### config.mk
export PLATFORM = sky130hd
export DESIGN_NAME = mem_arbiter
export DESIGN_NICKNAME = d
export VERILOG_FILES = /design/src/rtl/mem_arbiter.sv
export SDC_FILE = /design/constraint.sdc
export NUM_CORES = 1
export LEC_CHECK = 0
export CORE_ASPECT_RATIO = 2
export CORE_MARGIN = 5
export CORE_UTILIZATION = 40
export CTS_CLUSTER_DIAMETER = 120
export DETAILED_ROUTE_END_ITERATION = 8
export DONT_BUFFER_PORTS = 1
export HOLD_SLACK_MARGIN = 0.06
export PLACE_DENSITY = 0.55
export REMOVE_ABC_BUFFERS = 1
export SLEW_MARGIN = 40
export SYNTH_ARGS = -nofsm -noshare
export SYNTH_HDL_FRONTEND = slang
export SYNTH_SLANG_ARGS = --single-unit
### constraint.sdc
create_clock -name clk -period 6.6 [get_ports clk]
set_clock_uncertainty 0.15 [all_clocks]
set_input_delay 1.32 -clock clk [delete_from_list [all_inputs] [get_ports clk]]
set_output_delay 1.32 -clock clk [all_outputs]
set_load 0.05 [all_outputs]
### src/rtl/mem_arbiter.sv
// mem_arbiter: shares one memory port between instruction fetch and load/store,
// data side first, with per-stage ready pulses, freeze signals and a timeout.
module mem_arbiter #(
  parameter int AW = 32,
  parameter int DW = 32,
  parameter int TIMEOUT = 255
) (
  input  logic          clk,
  input  logic          rst,
  input  logic          if_req,
  input  logic [AW-1:0] if_addr,
  output logic [DW-1:0] if_rdata,
  output logic          if_ready,
  output logic          if_freeze,
  input  logic          dm_r_en,
  input  logic          dm_w_en,
  input  logic [AW-1:0] dm_addr,
  input  logic [DW-1:0] dm_wdata,
  output logic [DW-1:0] dm_rdata,
  output logic          dm_ready,
  output logic          dm_freeze,
  output logic          mem_req,
  output logic          mem_we,
  output logic [AW-1:0] mem_addr,
  output logic [DW-1:0] mem_wdata,
  input  logic [DW-1:0] mem_rdata,
  input  logic          mem_ack,
  output logic          err
);
  localparam logic [2:0] IDLE = 3'd0, BUSY_IF = 3'd1, BUSY_DM = 3'd2, RESP_IF = 3'd3, RESP_DM = 3'd4;
  localparam int CW = (TIMEOUT > 1) ? $clog2(TIMEOUT) : 1;
  logic [2:0] st;
  logic [CW-1:0] cnt;
  logic abort, busy, done, tmo, if_abort;
  assign busy = (st == BUSY_IF) || (st == BUSY_DM);
  assign tmo = cnt == CW'(TIMEOUT - 1);
  assign done = mem_ack | tmo;
  // a redirected fetch is remembered even if the request comes back before the ack
  assign if_abort = abort | ~if_req | (if_addr != mem_addr);
  assign mem_req = busy;
  assign if_ready = st == RESP_IF;
  assign dm_ready = st == RESP_DM;
  assign if_freeze = if_req & ~if_ready;
  assign dm_freeze = (dm_r_en | dm_w_en) & ~dm_ready;
  always_ff @(posedge clk or negedge rst) begin
    if (!rst) begin
      st <= IDLE;
      cnt <= '0;
      abort <= 1'b0;
      mem_we <= 1'b0;
      mem_addr <= '0;
      mem_wdata <= '0;
      if_rdata <= '0;
      dm_rdata <= '0;
      err <= 1'b0;
    end else if (st == IDLE) begin
      cnt <= '0;
      abort <= 1'b0;
      if (dm_r_en | dm_w_en) begin
        st <= BUSY_DM;
        mem_addr <= dm_addr;
        mem_wdata <= dm_wdata;
        mem_we <= dm_w_en;
      end else if (if_req) begin
        st <= BUSY_IF;
        mem_addr <= if_addr;
        mem_we <= 1'b0;
      end
    end else if (busy) begin
      cnt <= cnt + 1'b1;
      if (st == BUSY_IF) abort <= if_abort;
      if (done) begin
        mem_we <= 1'b0;
        if (!mem_ack) err <= 1'b1;
        if (st == BUSY_DM) begin
          st <= RESP_DM;
          if (!mem_we) dm_rdata <= mem_ack ? mem_rdata : '0;
        end else begin
          st <= if_abort ? IDLE : RESP_IF;
          if (!if_abort) if_rdata <= mem_ack ? mem_rdata : '0;
        end
      end
    end else begin
      st <= IDLE;
    end
  end
endmodule
== Word level (Yosys, flattened, before mapping) ==
Index checks and enable logic that the tools add are counted.
Storage, ports and cells
  register bits after elaboration: 142
  latch bits: 0
  memory bits (writable): 0
  bits in read-only memories: 0
  input bits: 134
  output and inout bits: 135
  word-level logic and storage cells: 66
  memories kept: 0
Cells by class
  add/subtract/negate cells: 1
  multiply operators: 0
  div/mod/pow operators: 0
  order comparisons: 0
  eq/ne operators: 8
  shift-type cells: 0
  multiplexer cells: 20
  bitwise operators: 14
  reduce and logical (&&, ||, !) cells: 14
Operator list (count)
  two-way mux 32 bit: 3
  inequality test 32 bit: 1
  two-way mux 3 bit: 6
  two-way mux 8 bit: 2
  AND reduction 5 bit: 2
  adder 8 x 1 -> 8 bit, second input constant: 1
  equality test 8 bit, second input constant: 1
  two-way mux 1 bit: 8
  NOT 1 bit: 8
  AND reduction 2 bit: 4
  nonzero test 2 bit: 4
  equality test 3 x 2 -> 1 bit, second input constant: 2
  OR 1 bit: 4
  AND reduction 4 bit: 1
  equality test 3 x 1 -> 1 bit, second input constant: 1
  equality test 3 bit, second input constant: 1
  zero test 3 bit: 1
  inequality test 3 x 1 -> 1 bit, second input constant: 1
  inequality test 3 bit, second input constant: 1
  AND reduction 3 bit: 1
  bitwise AND 1 bit: 2
  two-way mux 2 bit: 1
  logical OR 1 bit: 1

== Depth between registers and ports, before layout ==
Gate-level depths: netlist of the first run.
  depth after elaboration: 8
  gate-level depth with buffers: 9
  depth with buffers taken out: 8

== Worst setup path after synthesis of the first run ==
OpenSTA, ideal clock, no wires.
  path kind: input port to output port
  start point: input port dm_w_en
  end point: output port dm_freeze
  arrival: 2376 ps
  required time: 5130 ps
  setup slack: 2754 ps
  stages on the path: 3
  path buffers: 1
  path through: nor2_1 > clkbuf_1 > nor2_1
Between the ends
  longest elaborated chain between the ends: 2
Ends and longest elaborated chain
  start: declaration: RTL line 16  | input logic dm_w_en,
  OR 1 bit: RTL line 44  | assign dm_freeze = (dm_r_en | dm_w_en) & ~dm_ready;
  bitwise AND 1 bit: RTL line 44
  end: declaration: RTL line 21  | output logic dm_freeze,
Every way passes these cells.

== Worst setup path in the final report of the first run ==
Ends and elaborated chain as after synthesis.

==> results.md, run 1 <==
* Status: completed
* Via-to-Cell Ratio at 5.571
* H-tree Lvls at 4
* Setup CP Type: in2out
* Hold Fails Final Rpt at 0
* Critical Path AT at 2320 ps
* Layout cell share with drive strength beyond 1 at 0.1691
* Crit path cell chain: nor2_2, buf_4, nor2_1
* Area contributors post-synth: dfrtp_1, a22o_1, mux2_2
* Tcrit/Tclk final at 0.5735
* Synth warnings at 0
* Ant. Diodes at 0
* First-pass GRT wire length at 24.76 mm
* Seq/Total Area, Yosys at 0.5873
* Share of the synthesized area in the top cell type at 0.5873
* Worst Tran Pin Value at 880.5 ps
* Starting density of the core at 0.4083
* Longest Clk Path Bufs at 2
* Inst Count DP at 651
* Vias at 3788
* Delay-heaviest family, CP: simple AND/OR/NAND/NOR gates
* PortBufs at 0
* Worst slack at placement at 2809 ps
* Slew margin rel. at 0.4108
* # IOs at 269
* Vias in the first global route at 4185
* Synth cell count leaders: dfrtp_1, a22o_1, nand2_1, o21ai_0
* DRT Wirelength at 15.81 mm
* Setup TNS at 0 ps
* Initial DRC Count at 151
* Unrepaired setup endpoints after global routing: false
* Slowest stage delay, CP at 720 ps
* RePlAce Congestion at 0.8174
* # Max-Cap Violations at 0
* PostCTS Resize Cnt at 0
* Die area at 17840 µm²
* Aggregate global-route resource usage at 0.1779
* Final slew viol count at 0
* Die outline height at 183.9 µm
* # setup viols final at 0
* Crit-path max FO at 23
* Biggest area consumer among synthesized cells: dfrtp_1
* Number of synthesized flops with an enable pin at 0
* Routed WL per cell at 23.25 µm
* Residual DRC count at 0
* P per Cell Area at 610.3 nW/µm²
* Chip Width at 96.97 µm
* Antenna violations before repair at 0
* Hold Path Class: reg2reg
* Slowest stage cell on the critical path: nor2_1
* CP required at 5130 ps
* Clk Latency, worst-skew pair at 410 ps
* Nets at 611
* CTS Hold Bufs at 0
* Final worst-path setup slack at 2815 ps
* Post-synth cell types at 39
* Count leader, synth: dfrtp_1
* Num rows at 63
* TritonCTS Sinks at 142
* Post-CTS Setup Bufs at 0
* Worst VDD drop at 0.3070 mV
* Antenna-violating nets left at 0
* Mapped cell area at 6051 µm²
* Total iterations of the first detailed-routing run at 4
* HPWL Detailed at 11.80 mm
* Root buffer cell: clkbuf_16
* Core area at 14820 µm²
* Largest net degree at the start of global routing at 143
* Clock transition at the registers of the reported paths at 60 ps
* Achievable Freq at 0.2642 GHz
* P_leak at 0.003102 µW
* TritonCTS clock tree: built
* Mapped Cells at 480
* Seq cells post-synth at 142
* Inserted Clock Buffers at 17
* Critical path endpoint category: primary output
* Post-route minimum period at 3785 ps
* Syn avg cell area at 12.61 µm²
* Area Overhead vs Synth at 11.56%
* CP Launch Type: primary input
* Top FF cell, synth: dfrtp_1
* Global route total overflow at 0
* Layout Cells excl Fill at 680
* Worst Path Buf+Inv at 1
* Fill count at 1400
* Post-synthesis async set-or-reset flop share at 1.000
==> final cells by class <==
class / instances / area (µm²) / share of cell area
timing repair buffer: 7 / 60.06 / 0.008897
clock buffer: 20 / 446.7 / 0.06617
inverter: 7 / 26.28 / 0.003892
clock inverter: 9 / 72.57 / 0.01075
sequential: 142 / 3553 / 0.5264
multi-input combinational: 300 / 2347 / 0.3477
tap: 195 / 244.0 / 0.03614
==> layout by cell type, fill, tap and decap left out, types with 7 or more instances in the layout <==
cell type	Yosys	final
dfrtp_1	142	142
a22o_1	63	63
nand2_1	36	36
o21ai_0	36	35
mux2i_1	33	33
mux2_2	33	33
xor2_1	27	27
clkbuf_16	0	17
nor2_1	17	14
inv_1	7	7
xnor2_1	7	7
a21oi_1	7	7
clkinv_2	0	7
==> state kept, by name, summed over array words and instances (netlist names) <==
register,flops
abort,1
if_rdata,32
mem_wdata,32
st,3
err,1
dm_rdata,32
mem_addr,32
mem_we,1
cnt,8
==> path summary, 6_finish.rpt <==
| kind | slack [ps] | end | depth (start not counted) | start |
|---|---|---|---|---|
| worst min-delay path | 400 | abort | 2 | abort |
| worst max register to register | 3740 | if_rdata[25] | 7 | mem_addr[8] |
| max in group asynchronous | 5610 | st[2] | 0 | rst |
| worst max-delay path | 2810 | dm_freeze | 3 | dm_w_en |
| worst min register to register | 400 | abort | 2 | abort |
| min in group asynchronous | 450 | mem_addr[9] | 0 | rst |
==> kinds of logic (layout without fill, tap and decap cells) <==
group	count (synthesis)	count (layout)	share of synthesized area
fa+ha+maj	2	2	0.004135
simple gates	83	83	0.06803
xor+xnor	34	34	0.04921
compound gates	115	115	0.1410
flops	142	142	0.5873
buf+inv	38	43	0.03433
mux	66	66	0.1160
==> worst reg2reg max path, stage by stage, from the launching register on <==
cell and delay (ps):
dfrtp_1 660, xor2_1 160, nor4_1 430, nand4_1 220
nor4_4 450, and2_1 180, buf_4 330, a22o_1 220
==> routing by layer <==
| metal | routed length [µm] | global-route usage | vias up |
|---|---|---|---|
| met5 | 0 | 0 | - |
| met2 | 8694 | 0.3187 | 193 |
| li1 | - | - | 1712 |
| met4 | 258 | 0.06693 | 0 |
| met3 | 1526 | 0.08014 | 16 |
| met1 | 5328 | 0.1808 | 1867 |
==> metrics by stage <==
step / hold WS, ps / utilization / power (µW) / cell area, µm²
after floorplan: 354.7 / - / 3037 / 5869
final: 396.5 / 0.4555 / 4119 / 6750
after global placement: 381.5 / 0.4181 / 3259 / 6196
after global routing: 422.6 / 0.4555 / 4322 / 6750
after detailed placement: 394.5 / 0.4205 / 3309 / 6231
after CTS: 402.7 / 0.4555 / 4175 / 6750
==> power breakdown <==
| part | internal, µW | switching, µW | leakage (µW) | total, µW |
|---|---|---|---|---|
| sequential | 1160 | 1330 | 0.00180 | 2490 |
| combinational | 374 | 400 | 0.00104 | 774 |
| clock | 516 | 335 | 0.000261 | 851 |
(Power assumes the default switching activity.)
==> run 2, diff against run 1 <==
--- a/config.mk
+++ b/config.mk
@@ -5,6 +5,7 @@
 export SDC_FILE = /design/constraint.sdc
 export NUM_CORES = 1
 export LEC_CHECK = 0
+export ABC_AREA = 1
 export CORE_ASPECT_RATIO = 2
 export CORE_MARGIN = 5
 export CORE_UTILIZATION = 40
==> constraint.sdc (replaced) <==
create_clock -name clk -period 3.75 [get_ports clk]
set_clock_uncertainty 0.15 [all_clocks]
set_input_delay 0.75 -clock clk [delete_from_list [all_inputs] [get_ports clk]]
set_output_delay 0.75 -clock clk [all_outputs]
set_load 0.05 [all_outputs]
==> run 2 against run 1 <==
  * Cell area up 12%
  * The flow now finishes with violations (negative hold slack)
  * Synthesized cell count up 83%
  * Largest cell class unchanged
  * Final cell count up 59%
==> results.md, run 2 <==
* Commonest non-fill, non-tap cell in the layout: nand2_1
* Crit-path max FO at 8
* Internal at 3554 µW
* Status: complete, but fails checks
* P_leak at 0.003891 µW
* DRT Wirelength at 20.58 mm
* Synth warnings at 0
* Nets at 1000
* Worst VDD drop at 0.5821 mV
* Residual DRC count at 0
* Share of the synthesized area in the top cell type at 0.5215
* Unrepaired setup endpoints after global routing: false
* # setup viols final at 0
* Chip Width at 102.3 µm
* Clock transition at the registers of the reported paths at 60 ps
* Longest Clk Path Bufs at 2
* Antenna-violating nets left at 0
* TritonCTS Sinks at 142
* Root buffer cell: clkbuf_16
* Starting density of the core at 0.4064
* Die area at 19900 µm²
* Commonest non-fill, non-tap cells in the layout: nand2_1, dfrtp_1, inv_1, nor2_1, nand4_1
* Ant. Diodes at 0
* Failing checks: negative hold slack
* Seq/Total Area, Yosys at 0.5215
* Synth cell count leaders: nand2_1, dfrtp_1, inv_1
* Vias in the first global route at 5858
* Top FF cell, synth: dfrtp_1
* Final Util at 0.4503
* Final worst-path setup slack at 1210 ps
* CP Launch Type: flip-flop
* Psw at 4102 µW
* Number of synthesized flops with an enable pin at 0
* CP required at 2850 ps
* # Max-Cap Violations at 0
* Biggest area consumer among synthesized cells: dfrtp_1
* H-tree Lvls at 4
* Final slew viol count at 0
* Initial DRC Count at 206
* P per Cell Area at 1014 nW/µm²
* Clock power share at 0.214
* Tightest hold margin at -123.7 ps
* Worst Tran Pin Value at 728.8 ps
* Seq cells post-synth at 142
* Layout cell share with drive strength beyond 1 at 0.08096
* Post-route minimum period at 2540 ps
* First-pass GRT wire length at 32.69 mm
* Clk Latency, worst-skew pair at 420 ps
* Post-synth cell types at 30
* Via-to-Cell Ratio at 5.196
* PortBufs at 0
* Area Overhead vs Synth at 10.80%
* Mapped cell area at 6814 µm²
* Inserted Clock Buffers at 17
* Core area at 16770 µm²
* HPWL Detailed at 15.31 mm
* Tcrit/Tclk final at 0.6773
* Syn avg cell area at 7.770 µm²
* Critical path endpoint category: primary output
* Achievable Freq at 0.3937 GHz
* Comb pwr share at 0.221
* Count leader, synth: nand2_1
* Hold Path Class: in2async
* Die outline height at 194.6 µm
* Vias at 5633
* RePlAce Congestion at 0.7997
* Hold Fails Final Rpt at 142
* PostCTS Resize Cnt at 0
* Routed WL per cell at 18.98 µm
* Critical Path AT at 1640 ps
* Flop pwr share at 0.565
* Reg2reg setup slack at 1420 ps
* Post-synthesis async set-or-reset flop share at 1.000
* Total iterations of the first detailed-routing run at 4
* Slew margin rel. at 0.5124
* Post-CTS Setup Bufs at 0
* Sw Share at 0.5358
* Mapped Cells at 877
* Worst slack at placement at 1297 ps
* Global route total overflow at 0
* TritonCTS clock tree: built
* Antenna violations before repair at 0
* Num rows at 67
* Setup CP Type: reg2out
* # IOs at 269
* Area contributors post-synth: dfrtp_1, nand2_1, inv_1
* Aggregate global-route resource usage at 0.2110
* Largest net degree at the start of global routing at 143
==> run 2: cell types whose count changed after synthesis, moves of 35 or more <==
cell and change:
a22o_1 -63, inv_1 +62, nand2_1 +333, nand3_1 +35, nand4_1 +35, nor2_1 +37
==> run 2: worst paths after layout <==
path,startpoint,to,cells past startpoint
max reg2reg,mem_addr[4],if_rdata[3],11
max,st[0],mem_req,3
min,rst,dm_rdata[22],0
min in group clk,dm_wdata[4],mem_wdata[4],2
max in group asynchronous,rst,mem_addr[26],0
min reg2reg,cnt[5],cnt[5],1
==> run 2: logic make-up after synthesis <==
family	Yosys count	share of synthesized area
AO/OA/AOI/OAI	87	0.07620
XOR/XNOR	2	0.002571
adder cells (fa/ha/maj)	2	0.003672
buffers and inverters	125	0.07804
flip-flops	142	0.5215
AND/OR/NAND/NOR	519	0.3180
==> run 2: metal layers <==
layer | wire length (µm) | vias to the layer above | global-route usage
li1 | - | 2771 | -
met1 | 7144 | 2652 | 0.2266
met3 | 1835 | 23 | 0.06997
met2 | 11090 | 187 | 0.3751
met5 | 0 | - | 0
met4 | 507 | 0 | 0.07737
==> run 2: critical path, stage by stage, from the launching register on <==
cell and delay (ps):
dfrtp_1 430, inv_2 110, nand3_1 140, nand2_1 550
==> run 2: power by group through the flow <==
stage,registers (µW),logic [µW],clock network (µW)
after floorplan,4170,1270,0
after global placement,4370,1670,0
after detailed placement,4380,1720,0
after CTS,4350,1730,1680
after global routing,4400,1990,1740
final,4330,1690,1640
==> run 2: final cells by class <==
type / count / area (µm²)
Inverter: 83 / 311.5
Tap cell: 207 / 259.0
Clock inverter: 12 / 111.4
Multi-Input combinational cell: 610 / 2765
Sequential cell: 142 / 3553
Clock buffer: 20 / 466.7
Timing Repair Buffer: 10 / 82.58
Fill cell: 1729 / 9216
==> run 2: per-stage QoR <==
stage                     setup TNS (ps)  hold WS [ps]  power [µW]  area, µm²  cells
after floorplan                   -81620         304.4        5435       6594    835
after global placement                 0         307.9        6035       6952   1051
after detailed placement               0         308.0        6099       6969   1052
after CTS                              0        -144.1        7755       7547   1084
after global routing                   0        -145.9        8127       7550   1084
final                                  0        -123.7        7656       7550   1084
